## config.mk

```make
export PLATFORM = sky130hd
export DESIGN_NAME = fifo_rd_packer
export DESIGN_NICKNAME = d
export VERILOG_FILES = /design/src/rtl/fifo_pkg.sv /design/src/rtl/fifo_out_reg.sv /design/src/rtl/fifo_rd_packer.sv
export SDC_FILE = /design/constraint.sdc
export NUM_CORES = 1
export LEC_CHECK = 0
export BUFFER_PORTS_ARGS = -buffer_cell sky130_fd_sc_hd__clkbuf_2
export CAP_MARGIN = 20
export CORE_ASPECT_RATIO = 0.8
export CORE_UTILIZATION = 40
export DETAILED_ROUTE_END_ITERATION = 8
export SLEW_MARGIN = 20
export SYNTH_ARGS = -nofsm -noshare
export SYNTH_HDL_FRONTEND = slang
export SYNTH_SLANG_ARGS = --single-unit
```

## constraint.sdc

```tcl
create_clock -name rdclk -period 3.85 [get_ports rdclk]
set_input_delay 0.385 -clock rdclk [delete_from_list [all_inputs] [get_ports rdclk]]
set_output_delay 0.385 -clock rdclk [all_outputs]
set_load 0.005 [all_outputs]
```

## src/rtl/fifo_pkg.sv

```systemverilog
// Shared definitions for the read-side FIFO packer: default entry width,
// packer FSM states and the accepted-word counter width.
package fifo_pkg;
  localparam int DEF_DATA_WIDTH = 8;
  localparam int WCNT_W         = 16;

  typedef enum logic [1:0] {
    FILL  = 2'd0,
    DRAIN = 2'd1,
    EMIT  = 2'd2
  } state_t;
endpackage

```

## src/rtl/fifo_out_reg.sv

```systemverilog
// Single-entry valid/ready output register: holds its word while stalled
// and counts words accepted downstream.
module fifo_out_reg
  import fifo_pkg::*;
#(
  parameter int OUT_WIDTH  = 32,
  parameter int KEEP_WIDTH = 4,
  parameter int CNT_W      = WCNT_W
) (
  input  logic                  clk,
  input  logic                  rst_n,
  input  logic                  i_load,
  input  logic [OUT_WIDTH-1:0]  i_data,
  input  logic [KEEP_WIDTH-1:0] i_keep,
  input  logic                  i_ready,
  output logic [OUT_WIDTH-1:0]  o_data,
  output logic [KEEP_WIDTH-1:0] o_keep,
  output logic                  o_valid,
  output logic                  o_free,
  output logic [CNT_W-1:0]      o_word_cnt
);
  logic [OUT_WIDTH-1:0]  r_data;
  logic [KEEP_WIDTH-1:0] r_keep;
  logic                  r_valid;
  logic [CNT_W-1:0]      r_word_cnt;
  logic                  w_accept;

  assign w_accept = r_valid && i_ready;
  // The slot can take a new word on the same edge its current word leaves.
  assign o_free   = !r_valid || i_ready;

  always_ff @(posedge clk) begin
    if (!rst_n) begin
      r_data     <= '0;
      r_keep     <= '0;
      r_valid    <= 1'b0;
      r_word_cnt <= '0;
    end else begin
      if (w_accept) begin
        r_word_cnt <= r_word_cnt + CNT_W'(1);
      end
      if (i_load) begin
        r_data  <= i_data;
        r_keep  <= i_keep;
        r_valid <= 1'b1;
      end else if (w_accept) begin
        r_valid <= 1'b0;
      end
    end
  end

  assign o_data     = r_data;
  assign o_keep     = r_keep;
  assign o_valid    = r_valid;
  assign o_word_cnt = r_word_cnt;
endmodule

```

## src/rtl/fifo_rd_packer.sv

```systemverilog
// Pops FIFO entries and packs BYTES_PER_WORD of them little-endian into one
// output word; a flush request emits the buffered partial word with a keep mask.
module fifo_rd_packer
  import fifo_pkg::*;
#(
  parameter int DATA_WIDTH     = DEF_DATA_WIDTH,
  parameter int BYTES_PER_WORD = 4
) (
  input  logic                                 rdclk,
  input  logic                                 rdrst_n,
  input  logic                                 fifo_empty,
  input  logic [DATA_WIDTH-1:0]                fifo_rdata,
  output logic                                 rd_en,
  input  logic                                 flush,
  output logic [DATA_WIDTH*BYTES_PER_WORD-1:0] m_data,
  output logic [BYTES_PER_WORD-1:0]            m_keep,
  output logic                                 m_valid,
  input  logic                                 m_ready,
  output logic                                 flush_done,
  output logic [WCNT_W-1:0]                    word_cnt
);
  localparam int OUT_WIDTH = DATA_WIDTH * BYTES_PER_WORD;
  localparam int FCW       = $clog2(BYTES_PER_WORD + 1);
  localparam logic [FCW-1:0] FILL_FULL = FCW'(BYTES_PER_WORD);
  localparam logic [FCW-1:0] FILL_LAST = FCW'(BYTES_PER_WORD - 1);

  state_t                r_state, w_state_next;
  logic [FCW-1:0]        r_fill_cnt;
  logic                  r_rd_pending;
  logic                  r_flush_done, w_flush_done_next;
  logic [DATA_WIDTH-1:0] r_pack [BYTES_PER_WORD];

  logic                      w_out_free, w_full_ready, w_load_full, w_load_partial, w_load;
  logic [FCW:0]              w_inflight;
  logic [OUT_WIDTH-1:0]      w_full_word, w_part_word, w_load_data;
  logic [BYTES_PER_WORD-1:0] w_part_keep, w_load_keep;

  assign w_inflight   = {1'b0, r_fill_cnt} + {{FCW{1'b0}}, r_rd_pending};
  // A word is complete either parked in the pack register or arriving now in the last lane.
  assign w_full_ready = (r_fill_cnt == FILL_FULL) || (r_rd_pending && (r_fill_cnt == FILL_LAST));
  assign w_load_full    = w_full_ready && w_out_free;
  assign w_load_partial = (r_state == EMIT) && w_out_free;
  assign w_load         = w_load_full || w_load_partial;

  assign rd_en = rdrst_n && !fifo_empty && (r_state == FILL) &&
                 ((w_inflight < (FCW + 1)'(BYTES_PER_WORD)) ||
                  (r_rd_pending && (r_fill_cnt == FILL_LAST) && w_out_free));

  generate
    for (genvar gi = 0; gi < BYTES_PER_WORD; gi++) begin : g_lane
      always_ff @(posedge rdclk) begin
        if (!rdrst_n) begin
          r_pack[gi] <= '0;
        end else if (r_rd_pending && (r_fill_cnt == FCW'(gi))) begin
          r_pack[gi] <= fifo_rdata;
        end
      end

      assign w_full_word[gi*DATA_WIDTH +: DATA_WIDTH] =
        (r_rd_pending && (r_fill_cnt == FCW'(gi))) ? fifo_rdata : r_pack[gi];
      assign w_part_keep[gi] = (r_fill_cnt > FCW'(gi));
      assign w_part_word[gi*DATA_WIDTH +: DATA_WIDTH] = w_part_keep[gi] ? r_pack[gi] : '0;
    end
  endgenerate

  assign w_load_data = w_load_full ? w_full_word : w_part_word;
  assign w_load_keep = w_load_full ? {BYTES_PER_WORD{1'b1}} : w_part_keep;

  always_comb begin
    w_state_next      = r_state;
    w_flush_done_next = 1'b0;
    case (r_state)
      FILL: begin
        if (flush) w_state_next = DRAIN;
      end
      DRAIN: begin
        if (!r_rd_pending && !w_full_ready) begin
          if (r_fill_cnt == '0) begin
            w_state_next      = FILL;
            w_flush_done_next = 1'b1;
          end else begin
            w_state_next = EMIT;
          end
        end
      end
      EMIT: begin
        if (w_out_free) begin
          w_state_next      = FILL;
          w_flush_done_next = 1'b1;
        end
      end
      default: w_state_next = FILL;
    endcase
  end

  always_ff @(posedge rdclk) begin
    if (!rdrst_n) begin
      r_state      <= FILL;
      r_fill_cnt   <= '0;
      r_rd_pending <= 1'b0;
      r_flush_done <= 1'b0;
    end else begin
      r_state      <= w_state_next;
      r_rd_pending <= rd_en;
      r_flush_done <= w_flush_done_next;
      if (w_load) begin
        r_fill_cnt <= '0;
      end else if (r_rd_pending) begin
        r_fill_cnt <= r_fill_cnt + FCW'(1);
      end
    end
  end

  assign flush_done = r_flush_done;

  fifo_out_reg #(
    .OUT_WIDTH  (OUT_WIDTH),
    .KEEP_WIDTH (BYTES_PER_WORD),
    .CNT_W      (WCNT_W)
  ) u_out_reg (
    .clk        (rdclk),
    .rst_n      (rdrst_n),
    .i_load     (w_load),
    .i_data     (w_load_data),
    .i_keep     (w_load_keep),
    .i_ready    (m_ready),
    .o_data     (m_data),
    .o_keep     (m_keep),
    .o_valid    (m_valid),
    .o_free     (w_out_free),
    .o_word_cnt (word_cnt)
  );
endmodule

```

==> results.txt <==
Synth Area in Simple Gates - 0.214
CTS tree - built
worst vdd ir - 204 µV
xor and xnor area share after synthesis - 0.0209
YS warnings - 0
worst-path fanout max - 17
Worst Reg-to-Reg Cells - 6
Top Metal Used - met4
pre-CTS WS - 1.32 ns
r2r endpoint - u_out_reg.o_data[13]$_SDFFE_PN0P_
H-tree levels - 3
power density over cell area - 484 nW/µm²
global-route wire length before repair - 15.8 mm
initial antenna violation count - 0
vias in the first global route - 3004
Post-synth EDFFs - 32
share of layout cells above drive strength 1 - 0.188
unrepaired setup endpoints after global routing - no
critical hold path startpoint - fifo_empty
Root Buffer - clkbuf_16
Die H - 93.5 µm
clock buffer depth - 2
Mapped Area - 4190 µm²
# rows - 33
die area - 10900 µm²
r2r startpoint - r_fill_cnt[2]$_SDFFE_PP0P_
IO Port Bufs - 67
DR vias - 3386
Seq/Total Area, Yosys - 0.516
outcome - finished clean
latest clock arrival within the worst-skew pair - 0.34 ns
PostCTS Resize Cnt - 0
CP Data Arrival Time - 2.40 ns
Crit-path slowest cell - dfxtp_1
DRC viols - 0
min cycle time layout - 2.78 ns
Critical Path RT - 3.46 ns
Max-cap violations - 0
GP Congestion - 0.800
compound-gate portion of the synthesized area - 0.163
critical path cell sequence - inv_1, ha_1, nand2_1, nor2_1, a21oi_1, nor3_1, clkbuf_2
crit share post-route - 0.722
P&R area growth vs syn - 17.7%
final hold vios - 0
# Post-CTS Setup Buffers - 0
CTS clk-pin slew, worst paths - 0.06 ns
Post-Synthesis Cells - 425
Final WS setup - 1.07 ns
Vias/cell - 5.43
slowest stage delay, CP - 0.65 ns
Worst setup SP type - flop
Slew headroom - 0.475
largest net degree at the start of global routing - 55
n_diodes - 0
M1 wire length - 4.95 mm
CTS Buf Count - 9
Setup Viol. Count Final - 0
Worst Hold End - r_rd_pending$_SDFF_PN0_
main combinational cell family by area after synthesis - simple AND/OR/NAND/NOR gates
hpwl dp - 6.99 mm
Post-Route WL - 10.1 mm
Synth Flop Type - dfxtp_1
worst slew pin tran - 0.786 ns
FMAX - 360 MHz
Yosys reg bits - 92
final slew viol count - 0
Synth Area per Inst - 9.85 µm²
FF-to-FF setup slack - 1.26 ns
setup TNS - 0 ns
nets - 500
post-DR wirelength/cell - 16.3 µm
async set-reset flop share out of synthesis - 0
met3 wire length - 626 µm
Setup CP Type - flop to primary output
Hold WC Path Type - input port to flop
met2 WL - 4.48 mm
syn_nets - 447
post-synthesis mux area share - 0.0194
Synth cell types - 48
first-pass detailed-route iteration total - 4
total core area - 10200 µm²
clk sinks - 92
fillers - 983
drt initial violations - 291
total track usage - 0.193
Boundary Pins - 68
clk_skew - 0.00545 ns
Worst Hold Depth - 2
CTS Hold Bufs - 0
Die X - 116 µm
Crit. End Element - primary output
Synth Area in Adders - 0.0269
Initial Util - 0.411
Overflow after GRT - 0
static leakage power - 2.04 nW
remaining antenna violation count - 0
-- critical path, delay by kind of cell, from the launching register on --
| kind | cells | cell delay [ns] |
|---|---|---|
| compound gates | 1 | 0.22 |
| fa+ha+maj | 1 | 0.33 |
| simple gates | 3 | 0.58 |
| flops | 1 | 0.65 |
| buf+inv | 2 | 0.28 |
-- power by group --
group	internal, W	total (W)	leakage [nW]	switching, W
Sequential	0.00107	0.00112	0.818	0.0000482
Clock	0.000634	0.000989	0.160	0.000356
Combinational	0.000109	0.000279	1.07	0.000170
-- cells by family (layout without fill, tap and decap cells) --
logic type,Yosys count,count (layout)
AOI/OAI and AO/OA,92,92
xor gates and xnor gates,10,10
adders and majority gates,9,9
buffers and inverters,38,96
DFF,92,92
muxes,8,8
and+or+nand+nor,176,176
-- area by class of cell --
class / instances / area [µm²] / area share
clock buffers: 11 / 233 / 0.0472
inverters: 10 / 37.5 / 0.00762
clock inverters: 5 / 103 / 0.0208
multi-input cells: 295 / 1860 / 0.377
well taps: 140 / 175 / 0.0356
repair buffers: 70 / 358 / 0.0726
flip-flops and latches: 92 / 2160 / 0.439
-- cells in the mapped netlist, types with 9 or more instances --
| master | count | area share |
|---|---|---|
| a21oi_1 | 22 | 0.026 |
| a221o_1 | 14 | 0.033 |
| a221oi_1 | 11 | 0.023 |
| and2_1 | 10 | 0.015 |
| and3_1 | 34 | 0.051 |
| buf_2 | 10 | 0.012 |
| clkbuf_1 | 15 | 0.013 |
| dfxtp_1 | 60 | 0.29 |
| edfxtp_1 | 32 | 0.23 |
| ha_1 | 9 | 0.027 |
| inv_1 | 9 | 0.0081 |
| nand2_1 | 60 | 0.054 |
| nand3_1 | 13 | 0.016 |
| nor2_1 | 25 | 0.022 |
| o21ai_0 | 10 | 0.012 |
-- sequential cells by signal, summed over array words and instances, names as in the netlist --
| name | cells |
|---|---|
| u_out_reg.o_valid | 1 |
| r_pack | 32 |
| u_out_reg.o_word_cnt | 16 |
| u_out_reg.o_data | 32 |
| u_out_reg.o_keep | 4 |
| r_state | 2 |
| r_rd_pending | 1 |
| flush_done | 1 |
| r_fill_cnt | 3 |
-- cell usage in the layout (no fill, tap or decap), drive strengths merged, types with 9 or more instances in the layout --
cell and count:
inv 9, a221oi 11, dfxtp 60, nand2 60, o21ai 11, and2 10, and3 34, ha 9
a221o 14, a21oi 23, nor2 25, nand3 13, edfxtp 32, clkbuf 78
-- how the worst max path moves through the flow --
stage,start,end,slack [ns],depth (start not counted)
6_report,r_fill_cnt[2]$_SDFFE_PP0P_,rd_en,1.07,7
3_5_place_dp,r_fill_cnt[2]$_SDFFE_PP0P_,u_out_reg.o_data[13]$_SDFFE_PN0P_,1.32,6
2_1_floorplan,r_fill_cnt[2]$_SDFFE_PP0P_,rd_en,1.91,8
3_3_place_gp,r_fill_cnt[2]$_SDFFE_PP0P_,u_out_reg.o_data[13]$_SDFFE_PN0P_,1.47,6
5_1_grt,r_fill_cnt[2]$_SDFFE_PP0P_,rd_en,0.83,7
4_1_cts,r_fill_cnt[2]$_SDFFE_PP0P_,rd_en,1.07,7
-- through the flow --
stage / total power (W) / instances / hold slack (ns) / utilization / area (µm²)
2_1_floorplan: 0.00131 / 425 / 0.448 / - / 4190
6_report: 0.00239 / 623 / 0.228 / 0.483 / 4930
3_5_place_dp: 0.00142 / 607 / 0.468 / 0.450 / 4590
3_3_place_gp: 0.00141 / 607 / 0.454 / 0.450 / 4590
5_1_grt: 0.00248 / 623 / 0.222 / 0.483 / 4930
4_1_cts: 0.00241 / 623 / 0.219 / 0.483 / 4930
-- per-layer routing --
| layer | track usage | up-vias |
|---|---|---|
| met2 | 0.287 | 94 |
| met4 | 0.0641 | 0 |
| met5 | 0 | - |
| li1 | - | 1677 |
| met1 | 0.273 | 1606 |
| met3 | 0.0447 | 9 |
No activity file was read; power rests on OpenSTA's default activity.
